<file path="config.mk">
export PLATFORM = sky130hd
export DESIGN_NAME = sram_responder
export DESIGN_NICKNAME = d
export VERILOG_FILES = /design/src/rtl/sram_responder_pkg.sv /design/src/rtl/sram_responder_wait_counter.sv /design/src/rtl/sram_responder.sv
export SDC_FILE = /design/constraint.sdc
export NUM_CORES = 1
export LEC_CHECK = 0
export BUFFER_PORTS_ARGS = -buffer_cell sky130_fd_sc_hd__buf_2
export CAP_MARGIN = 10
export CORE_MARGIN = 1
export CORE_UTILIZATION = 30
export CTS_BUF_LIST = sky130_fd_sc_hd__clkbuf_16
export CTS_CLUSTER_DIAMETER = 40
export DETAILED_ROUTE_END_ITERATION = 7
export GPL_ROUTABILITY_DRIVEN = 0
export PLACE_DENSITY_LB_ADDON = 0.15
export SLEW_MARGIN = 0
export SYNTH_ARGS = -nofsm -noshare
export SYNTH_HDL_FRONTEND = slang
export SYNTH_SLANG_ARGS = --single-unit
</file>
<file path="constraint.sdc">
create_clock -name clk -period 5.4 [get_ports clk]
set_input_delay 1.08 -clock clk [delete_from_list [all_inputs] [get_ports clk]]
set_output_delay 1.08 -clock clk [all_outputs]
set_load 0.01 [all_outputs]
</file>
<file path="src/rtl/sram_responder_pkg.sv">
// Shared definitions for the SRAM responder: bus widths, request direction
// encodings, UART-mapped addresses and the access state encoding.
package sram_responder_pkg;

    localparam int MEM_ADDR_W = 16;
    localparam int MEM_DATA_W = 16;

    typedef logic [MEM_ADDR_W-1:0] mem_addr_bus_t;
    typedef logic [MEM_DATA_W-1:0] mem_bus_t;

    localparam logic MEM_READ  = 1'b0;
    localparam logic MEM_WRITE = 1'b1;
    localparam logic ENABLE    = 1'b1;
    localparam logic DISABLE   = 1'b0;

    localparam mem_addr_bus_t UART_DATA_ADDR = 16'hBF00;
    localparam mem_addr_bus_t UART_STAT_ADDR = 16'hBF01;

    typedef enum logic [2:0] {
        IDLE      = 3'd0,
        RD_ACCESS = 3'd1,
        WR_SETUP  = 3'd2,
        WR_PULSE  = 3'd3,
        WR_HOLD   = 3'd4
    } state_t;

endpackage

</file>
<file path="src/rtl/sram_responder_wait_counter.sv">
// Loadable 3-bit down-counter that times the OE/WE strobe width.
// Stops at zero; zero flag tells the access FSM the strobe is complete.
module sram_wait_counter (
    input  logic       clk,
    input  logic       rst,
    input  logic       load,
    input  logic       dec,
    input  logic [2:0] load_value,
    output logic       zero
);

    logic [2:0] count;

    // Count register: load on strobe entry, otherwise count down to zero
    always_ff @(posedge clk or negedge rst) begin
        if (!rst) begin
            count <= 3'd0;
        end else if (load) begin
            count <= load_value;
        end else if (dec && (count != 3'd0)) begin
            count <= count - 3'd1;
        end
    end

    assign zero = (count == 3'd0);

endmodule

</file>
<file path="src/rtl/sram_responder.sv">
// Memory-side responder: turns pipeline memory requests into asynchronous
// SRAM read/write cycles with setup, strobe and hold phases.
// Optional macro UART_MAP_EN maps 0xBF00 (UART data) and 0xBF01 (UART
// status) away from the SRAM and adds the UART handshake ports.
module sram_responder
    import sram_responder_pkg::*;
#(
    parameter int ADDR_W      = MEM_ADDR_W,
    parameter int DATA_W      = MEM_DATA_W,
    parameter int RAM_ADDR_W  = 18,
    parameter int WAIT_STATES = 1
) (
    input  logic                  clk,
    input  logic                  rst,
    input  logic                  memEnable_i,
    input  logic                  memReadWrite_i,
    input  logic [ADDR_W-1:0]     memAddress_i,
    input  logic [DATA_W-1:0]     memDataWrite_i,
    output logic [DATA_W-1:0]     memDataRead_o,
    output logic                  ready_o,
    output logic                  done_o,
    output logic                  ram_ce_n_o,
    output logic                  ram_oe_n_o,
    output logic                  ram_we_n_o,
    output logic [RAM_ADDR_W-1:0] ram_addr_o,
    output logic [DATA_W-1:0]     ram_data_o,
    output logic                  ram_data_oe_o,
    input  logic [DATA_W-1:0]     ram_data_i
`ifdef UART_MAP_EN
    ,
    output logic                  uart_rdn_o,
    output logic                  uart_wrn_o,
    input  logic                  uart_data_ready_i,
    input  logic                  uart_tbre_i,
    input  logic                  uart_tsre_i
`endif
);

    localparam logic [2:0] WAIT_LOAD = WAIT_STATES[2:0];

    state_t              state;
    state_t              state_next;
    logic [ADDR_W-1:0]   addr_q;
    logic [DATA_W-1:0]   wdata_q;
    logic [DATA_W-1:0]   rdata_q;
    logic                done_q;
    logic                cnt_load;
    logic                cnt_dec;
    logic                cnt_zero;
    logic                stat_hit;
    logic                uart_sel;
    logic [DATA_W-1:0]   status_word;

`ifdef UART_MAP_EN
    logic uart_rd_n;
    logic uart_wr_n;

    assign stat_hit    = (memAddress_i == UART_STAT_ADDR);
    assign status_word = {{(DATA_W-2){1'b0}}, uart_data_ready_i, uart_tbre_i & uart_tsre_i};

    // Remember whether the accepted access targets the UART data register
    always_ff @(posedge clk or negedge rst) begin
        if (!rst) begin
            uart_sel <= 1'b0;
        end else if ((state == IDLE) && memEnable_i) begin
            uart_sel <= (memAddress_i == UART_DATA_ADDR);
        end
    end

    assign uart_rdn_o = uart_rd_n;
    assign uart_wrn_o = uart_wr_n;
`else
    assign stat_hit    = 1'b0;
    assign status_word = '0;
    assign uart_sel    = 1'b0;
`endif

    // State register
    always_ff @(posedge clk or negedge rst) begin
        if (!rst) begin
            state <= IDLE;
        end else begin
            state <= state_next;
        end
    end

    // Next-state logic; an X direction falls through to the read branch
    always_comb begin
        state_next = state;
        case (state)
            IDLE: begin
                if (memEnable_i) begin
                    if (stat_hit) begin
                        state_next = IDLE;
                    end else if (memReadWrite_i == MEM_WRITE) begin
                        state_next = WR_SETUP;
                    end else begin
                        state_next = RD_ACCESS;
                    end
                end
            end
            RD_ACCESS: if (cnt_zero) state_next = IDLE;
            WR_SETUP:  state_next = WR_PULSE;
            WR_PULSE:  if (cnt_zero) state_next = WR_HOLD;
            WR_HOLD:   state_next = IDLE;
            default:   state_next = IDLE;
        endcase
    end

    assign cnt_load = ((state_next == RD_ACCESS) && (state != RD_ACCESS)) ||
                      ((state_next == WR_PULSE) && (state != WR_PULSE));
    assign cnt_dec  = (state == RD_ACCESS) || (state == WR_PULSE);

    sram_wait_counter u_wait (
        .clk        (clk),
        .rst        (rst),
        .load       (cnt_load),
        .dec        (cnt_dec),
        .load_value (WAIT_LOAD),
        .zero       (cnt_zero)
    );

    // Strobe decode from the registered state so pins change only after an edge
    always_comb begin
        ram_ce_n_o    = 1'b1;
        ram_oe_n_o    = 1'b1;
        ram_we_n_o    = 1'b1;
        ram_data_oe_o = 1'b0;
`ifdef UART_MAP_EN
        uart_rd_n     = 1'b1;
        uart_wr_n     = 1'b1;
`endif
        case (state)
            RD_ACCESS: begin
                if (uart_sel) begin
`ifdef UART_MAP_EN
                    uart_rd_n = 1'b0;
`endif
                end else begin
                    ram_ce_n_o = 1'b0;
                    ram_oe_n_o = 1'b0;
                end
            end
            WR_SETUP, WR_HOLD: begin
                ram_ce_n_o    = uart_sel;
                ram_data_oe_o = 1'b1;
            end
            WR_PULSE: begin
                ram_ce_n_o    = uart_sel;
                ram_data_oe_o = 1'b1;
                if (uart_sel) begin
`ifdef UART_MAP_EN
                    uart_wr_n = 1'b0;
`endif
                end else begin
                    ram_we_n_o = 1'b0;
                end
            end
            default: ;
        endcase
    end

    // Request capture, read-data latch and completion pulse
    always_ff @(posedge clk or negedge rst) begin
        if (!rst) begin
            addr_q  <= '0;
            wdata_q <= '0;
            rdata_q <= '0;
            done_q  <= DISABLE;
        end else begin
            done_q <= DISABLE;
            if ((state == IDLE) && memEnable_i) begin
                addr_q  <= memAddress_i;
                wdata_q <= memDataWrite_i;
                if (stat_hit) begin
                    done_q <= ENABLE;
                    if (memReadWrite_i == MEM_WRITE) begin
                        rdata_q <= rdata_q;
                    end else begin
                        rdata_q <= status_word;
                    end
                end
            end
            if ((state == RD_ACCESS) && cnt_zero) begin
                rdata_q <= ram_data_i;
                done_q  <= ENABLE;
            end
            if (state == WR_HOLD) begin
                done_q <= ENABLE;
            end
        end
    end

    assign ready_o       = (state == IDLE);
    assign done_o        = done_q;
    assign memDataRead_o = rdata_q;
    assign ram_addr_o    = {{(RAM_ADDR_W-ADDR_W){1'b0}}, addr_q};
    assign ram_data_o    = wdata_q;

endmodule

</file>
==> impl_results.md, run 1 <==
- Die Width: between 80 and 90 um
- Worst hold path depth: 1
- Die area: 7990 um2
- P_leak: about 1.5 nW
- WP data arrival: 1.46 ns
- Hold buffer count at cts: 0
- Bufs on Longest Clock Path: 2
- Antenna-violating nets left: 0
- Detailed Route WL: between 4000 and 5000 um
- Main synth FF type: dfrtp_1
- Power per Cell Area: 600 nW/um2
- CTS tree: built
- Worst-path clk slew: 0.07 ns
- Critical Path Sink Type: output port
- Root Buffer: clkbuf_16
- Minimum clock period: 2.54 ns
- Register area share after synthesis: 60.1%
- H-tree depth: 2
- Post-Layout Cell Count: 356
- DR WL/cell: around 13 um
- CP startpoint: state[0]
- Fillcell total: 725
- GRT Total Usage: 11.2%
- Critical Path RT: 4.32 ns
- R2r startpoint: u_wait.count[0]
- Final hold violation count: 0
- Reg-to-Reg End: memDataRead_o[14]
- WS Path Type: reg2out
- Distinct cells, synth: 30
- # IOs: 108
- GRT overflow: 0
- Rel. slew slack: 42.0%
- Final Max Tran Viols: 0
- # DRC: 0
- Worst-Margin Slew: 0.871 ns
- Share of the synthesized area in the top cell type: 60.1%
- Unrepaired setup endpoints after global routing: false
- Most frequent cells in the layout: buf_2, dfrtp_1, mux2_2
- Post-CTS Setup Repair Bufs: 0
- Mapped cell area: between 2000 and 2500 um2
- Clk_lat worst skew: roughly 0.29 ns
- Worst setup SP type: flip-flop
- Vias per cell: 4.32
- Fin util: 41.1%
- Via count: 1,537
- Number of global-route vias before repair: 1,427
- Reg2reg path depth: 5
- Largest area contributor in the netlist: dfrtp_1
- Synth top area cells: dfrtp_1, mux2_2, mux2_4
- Synth Area per Inst: between 15 and 20 um2
- Share of cells above drive strength 1: 63.4%
- Worst clock skew: 0.00571 ns
- Outcome: finished, final reports clean
- Initial antenna violation count: 0
- Port Buffer Count: 105
- DIE HEIGHT: about 89 um
- Largest net degree at the start of global routing: 56
- CORE AREA: 7330 um2
- Gate Count Post-Synth: around 150
- Setup TNS: 0 ns
- FF+latch count, synth: 55
- Pre-antenna DRT Iters: 4
- P&R area growth vs syn: 31.5%
- Final setup violating endpoints: 0
- CP Max Fanout: 10
- R2R setup slack: about 3.3 ns
- CTS buffer count: 5
- Starting Density: 31.2%
- First-pass GRT wire length: 6710 um
- Fin crit share: 47.1%
- Max cap viols: 0
- DR iter-0 viols: 25
- FP Rows: 31
- CP endpoint: ram_we_n_o
- Total power: 1.80 mW
- Worst vdd ir: a little over 0.0002 V
- Synth Warn #: 0
- NumNets Final: 310
- Inst Count DP: 348
- Ant diodes: 0
- Clock sink total: 55
- Most common cell after layout, fill and taps aside: buf_2
- Hold Path Class: reg2reg
- Post_cts resized: 0
- Number of flops mapped to enable cells by yosys: 0
- Ys async rst share: 100%
- Max Fclk: ~390 MHz
==> routing by layer <==
| layer | wire length, um | track usage (%) | share of wire, % |
|---|---|---|---|
| met4 | 52 | 3.90 | 1.2 |
| met2 | 2210 | 19.2 | 49 |
| met5 | 0 | 0 | 0 |
| met1 | 1940 | 13.4 | 43 |
| met3 | 322 | 3.32 | 7.1 |
==> worst max-delay path: stages (launching register included) <==
cell,delay (ns)
dfrtp_1,0.55
nor2b_1,0.36
nand2_1,0.12
buf_2,0.16
==> cells in the mapped netlist, drive strengths merged, types with 2 or more instances <==
| cell type | count |
|---|---|
| a21oi | 5 |
| buf | 9 |
| clkbuf | 2 |
| dfrtp | 55 |
| ha | 2 |
| inv | 3 |
| mux2 | 49 |
| nand2b | 4 |
| nor2 | 4 |
| nor2b | 3 |
| nor3 | 3 |
| or3 | 2 |
==> per-stage QoR <==
stage	hold slack [ns]	worst slack [ns]	cell area (um2)
2_1_floorplan	0.525	3.37	2290
3_3_place_gp	0.485	3.18	2860
3_5_place_dp	0.479	3.16	2860
4_1_cts	0.496	2.83	3010
5_1_grt	0.515	2.74	3010
6_report	0.498	2.86	3010
==> report_power, final <==
part	total, mW	switching, mW	leakage, nW	internal (mW)
Sequential	0.734	0.114	0.655	0.620
Combinational	0.755	0.341	0.782	0.415
Clock	0.315	0.143	0.0752	0.172
==> kinds of logic (layout without fill, tap and decap cells) <==
group,Yosys count,in the layout,synth area share [%]
simple gates,20,20,5.19
compound gates,10,10,2.73
xor+xnor,1,1,0.383
mux,49,49,25.7
buf+inv,14,118,4.59
fa+ha+maj,2,2,1.09
other cells,1,2,0.164
flops,55,55,60.1
==> layout make-up <==
type	instances	area (um2)	share of cell area [%]
clock buffer	5	125	4.16
clock inverter	3	21.3	0.707
inverter	3	11.3	0.374
multi-input combinational	84	812	27.0
sequential	55	1380	45.7
tap	99	124	4.11
timing repair buffer	107	541	18.0
==> state kept, by name, indices dropped and copies added, names as in the netlist <==
signal         count
addr_q            16
memDataRead_o     16
ram_data_o        16
state              3
u_wait.count       3
done_o             1
==> how the worst min path moves through the flow <==
| stage | from | to | slack [ns] |
|---|---|---|---|
| 2_1_floorplan | state[2] | state[1] | 0.53 |
| 3_3_place_gp | ram_data_o[9] | ram_data_o[9] | 0.48 |
| 3_5_place_dp | ram_data_o[7] | ram_data_o[7] | 0.48 |
| 4_1_cts | ram_data_o[7] | ram_data_o[7] | 0.50 |
| 5_1_grt | addr_q[11] | addr_q[11] | 0.52 |
| 6_report | ram_data_o[7] | ram_data_o[7] | 0.50 |
No activity file was read; power rests on OpenSTA's default activity.
==> run 2, diff against run 1 <==
- clock period: 5.4 -> 2.15 ns (I/O delays scaled with it)
==> impl_results.md, run 2 (synthesis gave the netlist of run 1 again) <==
- Port Buffer Count: 105 (unchanged)
- Max Fclk: between 500 and 600 MHz
- Max cap viols: 0 (unchanged)
- DR iter-0 viols: 27 (was 25)
- GRT overflow: 0 (unchanged)
- DR WL/cell: 12.8 um (was 12.7 um)
- # IOs: 108 (unchanged)
- Post-DP Area: 2890 um2 (was 2860 um2)
- Largest net degree at the start of global routing: 33 (was 56)
- WP data arrival: 1.47 ns (was 1.46 ns)
- Vias per cell: 4.34 (was 4.32)
- Reg2reg path depth: 6 (was 5)
- GR Layer Usage met2: 19.4% (was 19.2%)
- NumNets Final: 312 (was 310)
- Post-CTS Setup Repair Bufs: 0 (unchanged)
- Clk pwr share: 16.9% (was 17.5%)
- Reg power frac: 40.7% (about the same)
- DIE HEIGHT: 89.4 um (unchanged)
- Rel. slew slack: 60.5% (was 42.0%)
- Met1 Track Usage GR: 14.2% (was 13.4%)
- Unrepaired setup endpoints after global routing: false (unchanged)
- Post_cts resized: 0 (unchanged)
- Outcome: finished, final reports clean (unchanged)
- Minimum clock period: approximately 1.9 ns
- Hold buffer count at cts: 0 (unchanged)
- Most frequent cells in the layout: buf_2, dfrtp_1, mux2_2 (unchanged)
- Met3 usage: 3.60% (was 3.32%)
- Via count: 1,554 (was 1,537)
- Worst-path clk slew: 0.07 ns (about the same)
- Root Buffer: clkbuf_16 (unchanged)
- Worst setup SP type: flip-flop (unchanged)
- Critical Path Sink Type: output port (unchanged)
- CTS buffer count: 5 (unchanged)
- R2r startpoint: u_wait.count[0] (unchanged)
- Initial antenna violation count: 0 (unchanged)
- Psw: 1.49 mW (was 598 uW)
- Final Max Tran Viols: 0 (unchanged)
- Final Cell Area: 3030 um2 (was 3010 um2)
- P&R area growth vs syn: 32.5% (was 31.5%)
- # DRC: 0 (unchanged)
- Fillcell total: 710 (was 725)
- Clk_lat worst skew: 0.28 ns (was 0.29 ns)
- P_int: 3.04 mW (was 1.21 mW)
- Ant diodes: 0 (unchanged)
- Comb pwr share: 42.4% (was 41.9%)
- Critical Path RT: 1.72 ns (was 4.32 ns)
- CTS tree: built (unchanged)
- Power per Cell Area: 1500 nW/um2 (was 600 nW/um2)
- Number of global-route vias before repair: 1,409 (was 1,427)
- Hpwl dp: 3450 um
- CORE AREA: 7330 um2 (unchanged)
- Hold Path Class: in2async (was reg2reg)
- Pre-antenna DRT Iters: 4 (unchanged)
- Fin crit share: 88.4%
- Most common cell after layout, fill and taps aside: buf_2 (unchanged)
- Worst vdd ir: 0.000699 V (was 0.000204 V)
- Setup TNS: 0 ns (unchanged)
- Clock sink total: 55 (unchanged)
- Starting Density: 31.2% (unchanged)
- Sw Share: 33.0% (was 33.1%)
- Final hold violation count: 0 (unchanged)
- Worst clock skew: 0.00237 ns (was 0.00571 ns)
- Detailed Route WL: 4570 um (was 4520 um)
- Top Usage Layer GRT: met2 (unchanged)
- WS Path Type: reg2out (unchanged)
- Reg-to-Reg End: memDataRead_o[15] (was memDataRead_o[14])
- GRT Total Usage: 11.5% (was 11.2%)
- FP Rows: 31 (unchanged)
- P_leak: 1.52 nW (was 1.51 nW)
- R2R setup slack: 0.37 ns (was 3.32 ns)
- Final setup violating endpoints: 0 (unchanged)
- Antenna-violating nets left: 0 (unchanged)
- Share of cells above drive strength 1: 63.7% (was 63.4%)
- Die Width: 89.4 um (unchanged)
- CP Max Fanout: 10 (unchanged)
- First-pass GRT wire length: 6860 um (was 6710 um)
- Bufs on Longest Clock Path: 2 (unchanged)
- Die area: 7990 um2 (unchanged)
- H-tree depth: 2 (unchanged)
- Worst-Margin Slew: 0.592 ns (was 0.871 ns)
-- run 2: cell count changes in the layout (fill, tap and decap cells not counted) --
cell | before | now
buf_12 | 0 | 1
buf_4 | 2 | 3
clkinv_2 | 0 | 1
clkinv_4 | 2 | 0
clkinvlp_4 | 0 | 1
-- run 2: worst max-delay path by stage --
stage | from | endpoint | slack, ns | depth (start not counted)
finish | state[0] | ram_we_n_o | 0.25 | 3
detailed placement | u_wait.count[0] | memDataRead_o[15] | 0.37 | 6
global placement | u_wait.count[0] | memDataRead_o[4] | 0.40 | 6
floorplan | state[0] | ram_data_o[10] | 0.37 | 6
CTS | state[0] | ram_we_n_o | 0.22 | 3
global route | state[0] | ram_we_n_o | 0.11 | 3
-- run 2: stage by stage --
step	power [mW]	util [%]	instances	hold slack (ns)	setup WS, ns
2_1_floorplan	3.11	-	153	0.134	0.372
3_3_place_gp	3.79	39.4	350	0.464	0.403
6_report	4.54	41.4	358	0.145	0.249
4_1_cts	4.63	41.4	358	0.161	0.219
3_5_place_dp	3.83	39.4	350	0.471	0.371
5_1_grt	4.90	41.4	358	0.187	0.112
-- run 2: power by group through the flow --
stage / clock [mW] / combinational, mW / sequential (mW)
floorplan: 0 / 1.07 / 2.04
global placement: 0 / 1.93 / 1.86
detailed placement: 0 / 1.96 / 1.87
CTS: 0.804 / 1.96 / 1.86
global route: 0.838 / 2.13 / 1.94
finish: 0.766 / 1.92 / 1.85
-- run 2: area by class of cell --
cell class | instances | area, um2 | share of cell area [%]
Timing Repair Buffer | 109 | 568 | 18.7
Multi-Input combinational cell | 84 | 812 | 26.8
Sequential cell | 55 | 1380 | 45.4
Clock buffer | 5 | 125 | 4.13
Clock inverter | 3 | 16.3 | 0.536
Inverter | 3 | 11.3 | 0.371
Tap cell | 99 | 124 | 4.08
-- run 2: layer usage --
layer | vias to the layer above | part of all wire (%)
met5 | - | 0
met3 | 2 | 7.3
li1 | 729 | -
met4 | 0 | 0.59
met2 | 52 | 50
met1 | 771 | 42
-- run 2: worst max-delay path, stage by stage (launching register included) --
cell and delay, ns:
dfrtp_1 0.54, nor2b_1 0.37, nand2_1 0.12, buf_2 0.16
